File: src/rtl/vend_pkg.sv
// Shared constants for the vending controller: coin values, FSM states and
// one-hot change-coin encodings ({nickel, dime, quarter}).
package vend_pkg;

    localparam int COIN_NICKEL  = 5;
    localparam int COIN_DIME    = 10;
    localparam int COIN_QUARTER = 25;

    localparam logic [2:0] CHG_NONE    = 3'b000;
    localparam logic [2:0] CHG_NICKEL  = 3'b100;
    localparam logic [2:0] CHG_DIME    = 3'b010;
    localparam logic [2:0] CHG_QUARTER = 3'b001;

    typedef enum logic [1:0] {
        ST_IDLE     = 2'd0,
        ST_DISPENSE = 2'd1,
        ST_CHANGE   = 2'd2
    } vend_state_e;

endpackage

File: src/rtl/vend_change_gen.sv
// Combinational greedy change picker: selects the largest coin not exceeding
// the remaining credit and reports its one-hot code and value.
module vend_change_gen #(
    parameter int CREDIT_W = 7
) (
    input  logic [CREDIT_W-1:0] i_credit,
    output logic [2:0]          o_coin,
    output logic [CREDIT_W-1:0] o_value
);
    import vend_pkg::*;

    localparam logic [CREDIT_W-1:0] LP_Q = CREDIT_W'(COIN_QUARTER);
    localparam logic [CREDIT_W-1:0] LP_D = CREDIT_W'(COIN_DIME);
    localparam logic [CREDIT_W-1:0] LP_N = CREDIT_W'(COIN_NICKEL);

    always_comb begin
        o_coin  = CHG_NONE;
        o_value = '0;
        if (i_credit >= LP_Q) begin
            o_coin  = CHG_QUARTER;
            o_value = LP_Q;
        end else if (i_credit >= LP_D) begin
            o_coin  = CHG_DIME;
            o_value = LP_D;
        end else if (i_credit >= LP_N) begin
            o_coin  = CHG_NICKEL;
            o_value = LP_N;
        end
    end

endmodule

File: src/rtl/vend_ctrl_param.sv
// Parameterised vending controller: coin credit, product select, greedy change.
// Define VEND_CANCEL_EN to enable the i_cancel full-credit refund.
module vend_ctrl_param #(
    parameter int PRICE      = 20,
    parameter int N_PROD     = 4,
    parameter int MAX_CREDIT = 95,
    parameter int CREDIT_W   = 7
) (
    input  logic                                        i_clk,
    input  logic                                        i_rst_n,
    input  logic                                        i_nickle,
    input  logic                                        i_dime,
    input  logic                                        i_quarter,
    input  logic [$clog2(N_PROD > 1 ? N_PROD : 2)-1:0]  i_sel,
    input  logic                                        i_sel_valid,
    input  logic [N_PROD-1:0]                           i_sold_out,
    input  logic                                        i_cancel,
    output logic [N_PROD-1:0]                           o_dispense,
    output logic [2:0]                                  o_change,
    output logic [CREDIT_W-1:0]                         o_credit,
    output logic                                        o_reject,
    output logic                                        o_busy
);
    import vend_pkg::*;

    localparam int SEL_W = $clog2(N_PROD > 1 ? N_PROD : 2);
    localparam logic [CREDIT_W:0]   LP_MAX   = (CREDIT_W+1)'(MAX_CREDIT);
    localparam logic [CREDIT_W-1:0] LP_PRICE = CREDIT_W'(PRICE);
    localparam logic [SEL_W:0]      LP_NPROD = (SEL_W+1)'(N_PROD);

    vend_state_e         r_state;
    logic [CREDIT_W-1:0] r_credit;
    logic [N_PROD-1:0]   r_dispense;
    logic [2:0]          r_change;
    logic                r_reject;
    logic                r_busy;

    logic [1:0]          w_coin_cnt;
    logic                w_coin_any;
    logic                w_coin_multi;
    logic [CREDIT_W:0]   w_coin_val;
    logic [CREDIT_W:0]   w_sum;
    logic                w_coin_ok;
    logic                w_sel_ok;
    logic                w_cancel;
    logic [2:0]          w_chg_coin;
    logic [CREDIT_W-1:0] w_chg_val;
    logic [CREDIT_W-1:0] w_chg_rem;

    assign w_coin_cnt   = 2'(i_nickle) + 2'(i_dime) + 2'(i_quarter);
    assign w_coin_any   = (w_coin_cnt != 2'd0);
    assign w_coin_multi = (w_coin_cnt > 2'd1);

    always_comb begin
        w_coin_val = '0;
        if (i_quarter)
            w_coin_val = (CREDIT_W+1)'(COIN_QUARTER);
        else if (i_dime)
            w_coin_val = (CREDIT_W+1)'(COIN_DIME);
        else if (i_nickle)
            w_coin_val = (CREDIT_W+1)'(COIN_NICKEL);
    end

    // One extra bit so an over-ceiling sum cannot wrap back under MAX_CREDIT.
    assign w_sum     = {1'b0, r_credit} + w_coin_val;
    assign w_coin_ok = w_coin_any && !w_coin_multi && (w_sum <= LP_MAX);

    assign w_sel_ok = i_sel_valid
                   && ({1'b0, i_sel} < LP_NPROD)
                   && !i_sold_out[i_sel]
                   && (r_credit >= LP_PRICE);

`ifdef VEND_CANCEL_EN
    assign w_cancel = i_cancel && (r_credit != '0);
`else
    logic w_unused_cancel;
    assign w_unused_cancel = i_cancel;
    assign w_cancel        = 1'b0;
`endif

    vend_change_gen #(
        .CREDIT_W (CREDIT_W)
    ) u_change_gen (
        .i_credit (r_credit),
        .o_coin   (w_chg_coin),
        .o_value  (w_chg_val)
    );

    assign w_chg_rem = r_credit - w_chg_val;

    // Any coin strobe is returned unless IDLE accepts it as the sole credit event.
    always_ff @(posedge i_clk) begin
        if (!i_rst_n) begin
            r_state    <= ST_IDLE;
            r_credit   <= '0;
            r_dispense <= '0;
            r_change   <= CHG_NONE;
            r_reject   <= 1'b0;
            r_busy     <= 1'b0;
        end else begin
            r_dispense <= '0;
            r_change   <= CHG_NONE;
            r_reject   <= w_coin_any;
            case (r_state)
                ST_IDLE: begin
                    if (w_cancel) begin
                        r_state <= ST_CHANGE;
                        r_busy  <= 1'b1;
                    end else if (w_sel_ok) begin
                        r_dispense <= N_PROD'(1) << i_sel;
                        r_credit   <= r_credit - LP_PRICE;
                        r_state    <= ST_DISPENSE;
                        r_busy     <= 1'b1;
                    end else if (w_coin_ok) begin
                        r_credit <= w_sum[CREDIT_W-1:0];
                        r_reject <= 1'b0;
                    end
                end
                ST_DISPENSE: begin
                    if (r_credit != '0) begin
                        r_state <= ST_CHANGE;
                    end else begin
                        r_state <= ST_IDLE;
                        r_busy  <= 1'b0;
                    end
                end
                ST_CHANGE: begin
                    r_change <= w_chg_coin;
                    // A residue below a nickel cannot be paid out; drop it rather than stall.
                    if (w_chg_coin == CHG_NONE || w_chg_rem == '0) begin
                        r_credit <= '0;
                        r_state  <= ST_IDLE;
                        r_busy   <= 1'b0;
                    end else begin
                        r_credit <= w_chg_rem;
                    end
                end
                default: begin
                    r_state <= ST_IDLE;
                    r_busy  <= 1'b0;
                end
            endcase
        end
    end

    assign o_dispense = r_dispense;
    assign o_change   = r_change;
    assign o_credit   = r_credit;
    assign o_reject   = r_reject;
    assign o_busy     = r_busy;

endmodule

File: config.mk
export PLATFORM = sky130hd
export DESIGN_NAME = vend_ctrl_param
export DESIGN_NICKNAME = d
export VERILOG_FILES = /design/src/rtl/vend_pkg.sv /design/src/rtl/vend_change_gen.sv /design/src/rtl/vend_ctrl_param.sv
export SDC_FILE = /design/constraint.sdc
export NUM_CORES = 1
export LEC_CHECK = 0
export ABC_AREA = 1
export BUFFER_PORTS_ARGS = -buffer_cell sky130_fd_sc_hd__buf_2
export CORE_ASPECT_RATIO = 0.5
export CORE_MARGIN = 4
export CORE_UTILIZATION = 30
export DETAILED_ROUTE_END_ITERATION = 7
export SLEW_MARGIN = 20
export SYNTH_ARGS = -nofsm -noshare
export SYNTH_HDL_FRONTEND = slang
export SYNTH_SLANG_ARGS = --single-unit
File: constraint.sdc
create_clock -name i_clk -period 4.1 [get_ports i_clk]
set_input_delay 0.82 -clock i_clk [delete_from_list [all_inputs] [get_ports i_clk]]
set_output_delay 0.82 -clock i_clk [all_outputs]
set_load 0.02 [all_outputs]
== After elaboration in Yosys (flattened, before gate mapping) ==
Cells that the tools add are included.
W data, S select, Z words.

* Register bits after elaboration: 18
* Latch bits: 0
* RAM bits: 0
* Memory bits (read-only): 0
* Input bits: 13
* Output and inout bits: 16
* Word-level logic and storage cells: 69
* Memories kept: 0

* $add $sub $neg: 5
* Multiply operators: 0
* Div/mod/pow operators: 0
* Magnitude comparators: 7
* Eq/ne operators: 6
* Shift operators: 1
* Multiplexer cells: 26
* Bitwise operators: 0
* Reductions and logical operators: 18

{| class="wikitable"
|+ Operator list
! kind !! number
|-
| $mux W7 || 5
|-
| $mux W3 || 5
|-
| $ge A7 B5 Y1 const B || 2
|-
| $pmux W7 S2 || 1
|-
| $add A7 B8 Y8 || 1
|-
| $le A8 B7 Y1 const B || 1
|-
| $mux W8 || 1
|-
| $ge A7 B3 Y1 const B || 1
|-
| $ge A7 B4 Y1 const B || 1
|-
| $logic_not A7 Y1 || 1
|-
| $mux W1 || 7
|-
| $reduce_bool A7 Y1 || 1
|-
| $sub A7 B5 Y7 const B || 1
|-
| $sub A7 B7 Y7 || 1
|-
| $mux W2 || 3
|-
| $ne A2 B2 Y1 const B || 3
|-
| $pmux W2 S3 || 1
|-
| $reduce_and A2 Y1 || 3
|-
| $reduce_and A3 Y1 || 2
|-
| $logic_and A1 B1 Y1 || 4
|-
| $mux W4 || 1
|-
| $reduce_bool A2 Y1 || 2
|-
| $shl A1 B2 Y4 const A || 1
|-
| $logic_not A3 Y1 || 1
|-
| 12 further kinds || 13
|}

== Longest topological paths before layout ==
Gate-level depths: netlist of run 1.

* Depth after elaboration: 9
* Gate-level depth with buffers: 22
* Gate-level depth less buffers: 22

== By module ==
From an unflattened synthesis of run 1, not the netlist that was laid out.

* Cell total of the unflattened synthesis: 320
* Area total of the unflattened synthesis: 1838.0 µm²

{| class="wikitable"
|+ Modules (own cells, without submodules)
! module !! instances !! cells an instance !! area an instance (µm²) !! sequential area each (µm²)
|-
| vend_ctrl_param || 1 || 292 || 1699.1 || 360.3
|-
| vend_change_gen || 1 || 28 || 138.9 || 0.0
|}

== Worst setup path after synthesis of run 1 ==
OpenSTA, ideal clock, no wires.

* Path type: reg-to-reg
* Start point: register r_credit[2] (netlist: o_credit[2])
* End point: register r_busy (netlist: o_busy)
* Setup time: 0.111 ns
* Data arrival time: 2.946 ns
* Data required time: 3.989 ns
* Slack: 1.043 ns
* Stages on the path, launching flop included: 19
* Path buffers: 0
* Period minus slack after synthesis: 3.057 ns
* Cells stage by stage: dfxtp_1 > inv_1 > ha_1 > inv_1 > nor3_1 > a311oi_2 > nand2_1 > ha_1 > inv_1 > fa_1 > or2_1 > nor2_1 > nand3_1 > nor2_1 > nand3_2 > nand2_2 > nand3_1 > nand2_1 > nor2_2

* Word-level cells in the longest chain between the ends: 9
* Elaborated cells on any way between the ends: 20
* Those cells by class: 1 x add/sub; 4 x order compare; 3 x eq/ne; 6 x mux; 6 x reduce/logical

{| class="wikitable"
|+ Ends and longest elaborated chain
! element !! RTL line !! source
|-
| from (decl) || vend_ctrl_param.sv:32 || <nowiki>logic [CREDIT_W-1:0] r_credit;</nowiki>
|-
| from (signal assigned) || vend_ctrl_param.sv:111 || <nowiki>r_credit <= r_credit - LP_PRICE;</nowiki>
|-
| from (signal assigned) || vend_ctrl_param.sv:115 || <nowiki>r_credit <= w_sum[CREDIT_W-1:0];</nowiki>
|-
| from (signal assigned) || vend_ctrl_param.sv:135 || <nowiki>r_credit <= w_chg_rem;</nowiki>
|-
| $ge A7 B3 Y1 || vend_change_gen.sv:25 || <nowiki>end else if (i_credit >= LP_N) begin</nowiki>
|-
| $mux W3 || vend_change_gen.sv:25 ||
|-
| $mux W7 || vend_change_gen.sv:22 || <nowiki>end else if (i_credit >= LP_D) begin</nowiki>
|-
| $mux W7 || vend_change_gen.sv:19 || <nowiki>if (i_credit >= LP_Q) begin</nowiki>
|-
| $sub A7 B7 Y7 || vend_ctrl_param.sv:89 || <nowiki>assign w_chg_rem = r_credit - w_chg_val;</nowiki>
|-
| $logic_not A7 Y1 || vend_ctrl_param.sv:130 || <nowiki>if (w_chg_coin == CHG_NONE || w_chg_rem == '0) begin</nowiki>
|-
| $logic_or A1 B1 Y1 || vend_ctrl_param.sv:130 ||
|-
| $ne A2 B2 Y1 (no source line) || -- ||
|-
| $reduce_and A3 Y1 (no source line) * || -- ||
|-
| to (signal assigned) || vend_ctrl_param.sv:124 || <nowiki>r_busy <= 1'b0;</nowiki>
|-
| to (signal assigned) || vend_ctrl_param.sv:133 || <nowiki>r_busy <= 1'b0;</nowiki>
|-
| to (signal assigned) || vend_ctrl_param.sv:140 || <nowiki>r_busy <= 1'b0;</nowiki>
|-
| to (decl) || vend_ctrl_param.sv:36 || <nowiki>logic r_busy;</nowiki>
|}

Mark *: on every way between the ends. The rest lies on a longest branch, timed or not.
A chain may end at the register's enable or synchronous reset.

== Final worst setup path of run 1 ==
* Start point: register r_credit[2] (netlist: o_credit[2])
* End point: register r_credit[3] (netlist: o_credit[3])

* Word-level cells in the longest chain between the ends: 9
* Elaborated cells on any way between the ends: 25
* Those cells by class: 3 x add/sub; 5 x order compare; 1 x eq/ne; 10 x mux; 6 x reduce/logical

{| class="wikitable"
|+ Ends and longest elaborated chain
! element !! RTL line !! source
|-
| $ge A7 B3 Y1 || vend_change_gen.sv:25 ||
|-
| $mux W3 || vend_change_gen.sv:25 ||
|-
| $mux W7 || vend_change_gen.sv:22 ||
|-
| $mux W7 || vend_change_gen.sv:19 ||
|-
| $sub A7 B7 Y7 || vend_ctrl_param.sv:89 ||
|-
| $logic_not A7 Y1 || vend_ctrl_param.sv:130 ||
|-
| $logic_or A1 B1 Y1 || vend_ctrl_param.sv:130 ||
|-
| $mux W7 || vend_ctrl_param.sv:130 ||
|-
| $pmux W7 S2 || vend_ctrl_param.sv:104 || <nowiki>case (r_state)</nowiki>
|}

Several ways; a longest one is shown, not always the timed one. The select of a mux whose other input is x is not followed.

==> metrics.yaml, run 1 <==
die:
  die_y_um: 62.3
  die_w_um: 117
  placementRows: 19
  fp.coreArea_um2: 5590
  dieArea_um2: 7270
  pin_count: 29
  start_util_pct: 31.7
global_route:
  grt_pass1_vias: 1634
  grt_max_degree: 13
  grt_overflow: 0
  antenna_found_initial: 0
  grt_first_pass_wirelength_mm: 7.62
  grtUsageTotal_pct: 12.8
sta:
  rsz0062_at_grt: "no"
  worstMarginPinSlew_ns: 0.481
  max_freq_ghz: 0.292
  maxSlewHeadroom_pct: 67.9
  hold_viol_final: 0
  setup_viol: 0
  fin_setup_tns_ns: 0
  fin_crit_ns: 3.42
  finClkSkew_ns: 0.000884
  drv_slew: 0
  fin_crit_sh_pct: 83.5
synthesis:
  yosysSeqAreaShare_pct: 20.3
  yosys.area_share.simple_pct: 46.5
  ys.warnings.count: 0
  yosys_most_used_dff: "dfxtp_1"
  synth_xor_area_share_pct: 1.98
  syn_avg_cell_area_um2: 6.17
  syn_inst: 287
  synth_compound_area_share_pct: 6.92
  synthAdderAreaFrac_pct: 13.3
  synth-edff-count: 0
  synth_top_family_by_area: "simple AND/OR/NAND/NOR gates"
  mappedNetlistNets: 317
  syn-cell-area_um2: 1770
  yosys.cell_types.count: 33
  async_reset_ff_share_pct: 0
  synthMuxAreaShare_pct: 0
  synth_seq_cells: 18
drt:
  dr_wl_met2_mm: 1.91
  drt-wirelength-per-cell_um: 11.4
  drtIter0Drc: 64
  remaining_drc_errors: 0
  dr_wl_met3_um: 125
  dr.pass1.iters: 4
  antenna_left: 0
  vias: 1771
  wl_met1_mm: 2.33
  routed_via_density: 4.56
  finalWirelength_mm: 4.40
  routed.top_layer: "met4"
cts:
  cts_made_buffers: 3
  clk_pin_slew_worst_paths_ns: 0.06
  clock_latency_ns: 0.25
  clockBufferDepth: 2
  ctsResizeCount: 0
  cts.sinks: 18
  cts_tree: "done"
  htreeDepth: 1
  cts_setup_buffers: 0
  root_buffer: "clkbuf_16"
  postCtsHoldBufs: 0
critical_path:
  start_kind: "register"
  crit_fanout: 8
  endpoint_kind: "register"
  arrival_ns: 3.57
  critical_path_class: "register to register"
  crit_required_ns: 4.25
placement:
  port_buffers: 27
  place_hpwl_mm: 3.59
  gp_congestion: 0.847
finish:
  num-nets-final: 346
  final_common_cell: "nand2_1"
  fin_util_pct: 36.9
  drive_above_1_share_pct: 18.1
  nFillCells: 602
  syn_to_final_growth_pct: 16.3
  n_antenna_cell: 0
  mostFrequentLayoutCells: "nand2_1, nor2_1, inv_1"
power:
  vdd_drop_max_mv: 0.259
  p_leak_nw: 1.13
  p_per_area_nw_per_um2: 962
flow_run:
  cap_violations: 0
hold_path:
  hold_path_class: "register to register"
outcome:
  status: "finished clean"
[worst paths after layout]
kind / slack, ns / cells past startpoint / endpoint / from
worst min register to register: 0.53 / 4 / o_busy / o_busy
worst min-delay path: 0.53 / 4 / o_busy / o_busy
worst max register to register: 0.68 / 18 / o_credit[3] / o_credit[2]
worst max-delay path: 0.68 / 18 / o_credit[3] / o_credit[2]
[synth_stat cells, types with 4 or more instances]
master	number	area [um^2]
o21ai_1	4	20.0
nand4_1	5	31.3
o21ai_0	5	25.0
nor2_1	38	143
nand2_1	88	330
ha_1	14	175
inv_1	36	135
nand2_2	4	25.0
dfxtp_1	18	360
a21oi_1	4	20.0
nand3_1	33	165
inv_2	8	30.0
[logic make-up (layout without fill, tap and decap cells)]
family | count (synthesis) | after routing
AO/OA/AOI/OAI | 18 | 18
XOR/XNOR | 4 | 4
adder cells (fa/ha/maj) | 17 | 17
flip-flops | 18 | 18
buffers and inverters | 48 | 76
AND/OR/NAND/NOR | 182 | 182
[report_power, final]
group          switching [mW]  internal (mW)  leakage, nW
clock network          0.0741          0.149       0.0442
registers               0.101          0.217        0.147
logic                   0.924          0.518        0.938
total                    1.10          0.884         1.13
[cell type report]
class                   count  area, um^2  share of cell area (%)
multi-input cells         221        1220                    59.0
inverters                  45         169                    8.20
clock buffers               4        88.8                    4.31
flip-flops and latches     18         360                    17.5
repair buffers             27         135                    6.56
well taps                  73        91.3                    4.43
[metal layers]
layer,vias up,GRT usage (%)
li1,956,-
met1,785,17.5
met2,26,20.9
met3,4,2.33
met4,0,3.15
met5,-,0
[critical path: stages (launching register included)]
cell	delay (ns)
dfxtp_1	0.53
inv_1	0.19
ha_1	0.24
inv_1	0.09
nor3_1	0.07
a311oi_2	0.34
nand2_1	0.10
ha_1	0.19
inv_1	0.10
fa_1	0.45
or2_1	0.24
nor2_1	0.11
nand3_1	0.08
nor2_1	0.11
nand3_2	0.15
nand3_1	0.12
nand2_1	0.06
nor2_1	0.09
nor2_1	0.05
[flip-flops by register name, indices dropped and copies added (netlist names)]
name        count
o_change        3
o_dispense      4
o_busy          1
o_credit        7
r_state         2
o_reject        1
[metrics by stage]
step / instance area [um^2] / worst slack (ns) / hold slack, ns / total power, mW / instances
finish: 2060 / 0.678 / 0.529 / 1.98 / 388
global route: 2060 / 0.414 / 0.559 / 2.22 / 388
CTS: 2060 / 0.687 / 0.535 / 1.99 / 388
detailed placement: 1970 / 0.699 / 0.524 / 1.75 / 384
global placement: 1970 / 0.721 / 0.501 / 1.74 / 384
floorplan: 1770 / 1.04 / 0.521 / 1.45 / 287
Note: power is estimated with default switching activity, not from simulation.
==> run 2: changes to the inputs <==
- clock period: 4.1 -> 3.3 ns (I/O delays scaled with it)
==> metrics.yaml, run 2 (synthesis gave the netlist of run 1 again) <==
outcome:
  status: "finished clean"
critical_path:
  cp.depth: 18  # unchanged
  crit_buf_inv: 3  # unchanged
  arrival_ns: 3.27  # -0.30 ns
  slowest_stage: "fa_1"
  cp_top_family: "simple AND/OR/NAND/NOR gates"
  cpPeakStageDelay_ns: 0.45  # -0.08 ns
  critical_path_class: "register to register"
  crit_required_ns: 3.45  # -0.80 ns
  r2r_end: "o_credit[0]"
  rr_worst_depth: 18  # unchanged
  start_kind: "register"
  crit_top_cell: "nor2_1"
  critPathLaunch: "o_credit[2]"
  endpoint_kind: "register"
  crit_fanout: 7  # -1
  reg2reg_from: "o_credit[2]"
  path_cells: "inv_2 > ha_1 > inv_1 > nor3_1 > a311oi_2 > nand2_1 > ha_1 > inv_2 > fa_1 > or2_1 > nor2_1 > nand3_1 > nor2_2 > nand3_4 > nand3_1 > nand2_1 > nor2_1 > nor2_1"
  r2r_slack_ns: 0.18  # -0.50 ns
die:
  pin_count: 29  # unchanged
  fp.coreArea_um2: 5590  # unchanged
  die_y_um: 62.3  # unchanged
  start_util_pct: 31.7  # unchanged
  die_w_um: 117  # unchanged
  placementRows: 19  # unchanged
  dieArea_um2: 7270  # unchanged
cts:
  cts_made_buffers: 3  # unchanged
  htreeDepth: 1  # unchanged
  cts.sinks: 18  # unchanged
  clock_latency_ns: 0.25  # about the same
  postCtsHoldBufs: 0  # unchanged
  clk_pin_slew_worst_paths_ns: 0.06  # about the same
  clockBufferDepth: 2  # unchanged
  root_buffer: "clkbuf_16"
  cts_tree: "done"
drt:
  remaining_drc_errors: 0  # unchanged
  antenna_left: 0  # unchanged
  drt-wirelength-per-cell_um: 11.4  # about the same
  drtIter0Drc: 84  # +31%
  routed_via_density: 4.59  # +0.60%
  finalWirelength_mm: 4.51  # +2.3%
  vias: 1823  # +2.9%
  dr.pass1.iters: 4  # unchanged
finish:
  final_common_cell: "nand2_1"
  syn_to_final_growth_pct: 21.1
  largest_register_ffs: 7  # unchanged
  regArea_um2: 363  # +0.69%
  num-nets-final: 355  # +2.6%
  mostFrequentLayoutCells: "nand2_1, nor2_1, inv_1"
  drive_above_1_share_pct: 21.9  # +3.8 points
  nFillCells: 608  # +1.0%
  n_antenna_cell: 0  # unchanged
  multi_input_area_um2: 1230  # +1.2%
  finalInstanceArea_um2: 2150  # +4.1%
sta:
  fin_crit_ns: 3.12  # -0.298 ns
  maxSlewHeadroom_pct: 75.6  # +7.7 points
  hold_viol_final: 0  # unchanged
  max_freq_ghz: 0.320  # +9.6%
  worstMarginPinSlew_ns: 0.366  # -0.114 ns
  drv_slew: 0  # unchanged
  fin_setup_tns_ns: 0  # unchanged
  finClkSkew_ns: 0.00220  # +0.00132 ns
  setup_viol: 0  # unchanged
  holdWs_ns: 0.512  # -0.0169 ns
  fin_crit_sh_pct: 94.7  # +11 points
global_route:
  grt_pass1_vias: 1767  # +8.1%
  antenna_found_initial: 0  # unchanged
  grt_first_pass_wirelength_mm: 7.86  # +3.2%
  grt_max_degree: 13  # unchanged
  grtUsageTotal_pct: 13.1  # +0.28 points
  grt_overflow: 0  # unchanged
flow_run:
  cap_violations: 0  # unchanged
hold_path:
  hold_path_class: "register to register"
  hp-start: "o_busy"
  min_to: "o_busy"
  whs_path_depth: 4  # unchanged
power:
  p_per_area_nw_per_um2: 1210  # +26%
  vdd_drop_max_mv: 0.369  # +42%
  p_leak_nw: 1.17  # +4.0%
placement:
  port_buffers: 27  # unchanged
  gp_congestion: 0.840  # -0.85%
  place_hpwl_mm: 3.63  # +1.2%
  placed_area_um2: 2020  # +2.3%
-- run 2: cell types whose count changed in the layout (fill, tap and decap cells not counted), moves of 2 or more --
cell,change
buf_4,+9
dfxtp_1,-2
dfxtp_2,+2
inv_1,-2
inv_2,+2
-- run 2: power by group --
group,internal [mW],leakage (nW),switching [mW],total [mW]
clock,0.185,0.0442,0.0937,0.279
sequential,0.273,0.148,0.0795,0.352
combinational,0.732,0.982,1.24,1.98
-- run 2: how the worst max path moves through the flow --
stage	to	slack (ns)
6_report	o_credit[0]	0.18
5_1_grt	o_credit[2]	-0.01
3_5_place_dp	o_credit[2]	0.13
2_1_floorplan	o_busy	0.24
4_1_cts	o_credit[2]	0.11
3_3_place_gp	o_credit[2]	0.21
-- run 2: timing repair --
item,in CTS,in global routing
resized for setup,0,7
endpoints found under the setup margin,0,8
buffers inserted,0,3
endpoints found under the hold margin,0,0
-- run 2: per-stage QoR --
| step | setup slack [ns] | total power [mW] | util (%) | instances |
|---|---|---|---|---|
| final | 0.176 | 2.61 | 38.4 | 397 |
| after detailed placement | 0.130 | 2.23 | 36.1 | 390 |
| after floorplan | 0.243 | 1.80 | - | 287 |
| after CTS | 0.114 | 2.51 | 37.7 | 394 |
| after global placement | 0.215 | 2.21 | 36.1 | 390 |
| after global routing | -0.0144 | 2.91 | 38.4 | 397 |
-- run 2: final cells by class --
type / instances / share of cell area [%]
inverters: 45 / 7.87
repair buffers: 36 / 9.45
flip-flops and latches: 18 / 16.9
clock buffers: 4 / 4.14
multi-input cells: 221 / 57.4
well taps: 73 / 4.26
-- run 2: metal layers --
metal  vias to the layer above  share of wire (%)  GRT usage (%)
met5                         -                  0              0
met4                         0               0.58           2.43
met3                         2                3.4           2.62
met2                        26                 44           21.3
met1                       814                 52           18.1
li1                        981                  -              -
-- run 2: tightest hold or removal path, cell delays in order, from the launching register on --
cell and delay (ns):
dfxtp_1 0.30, inv_1 0.06, nand2_2 0.05, inv_2 0.04
nor2_2 0.02
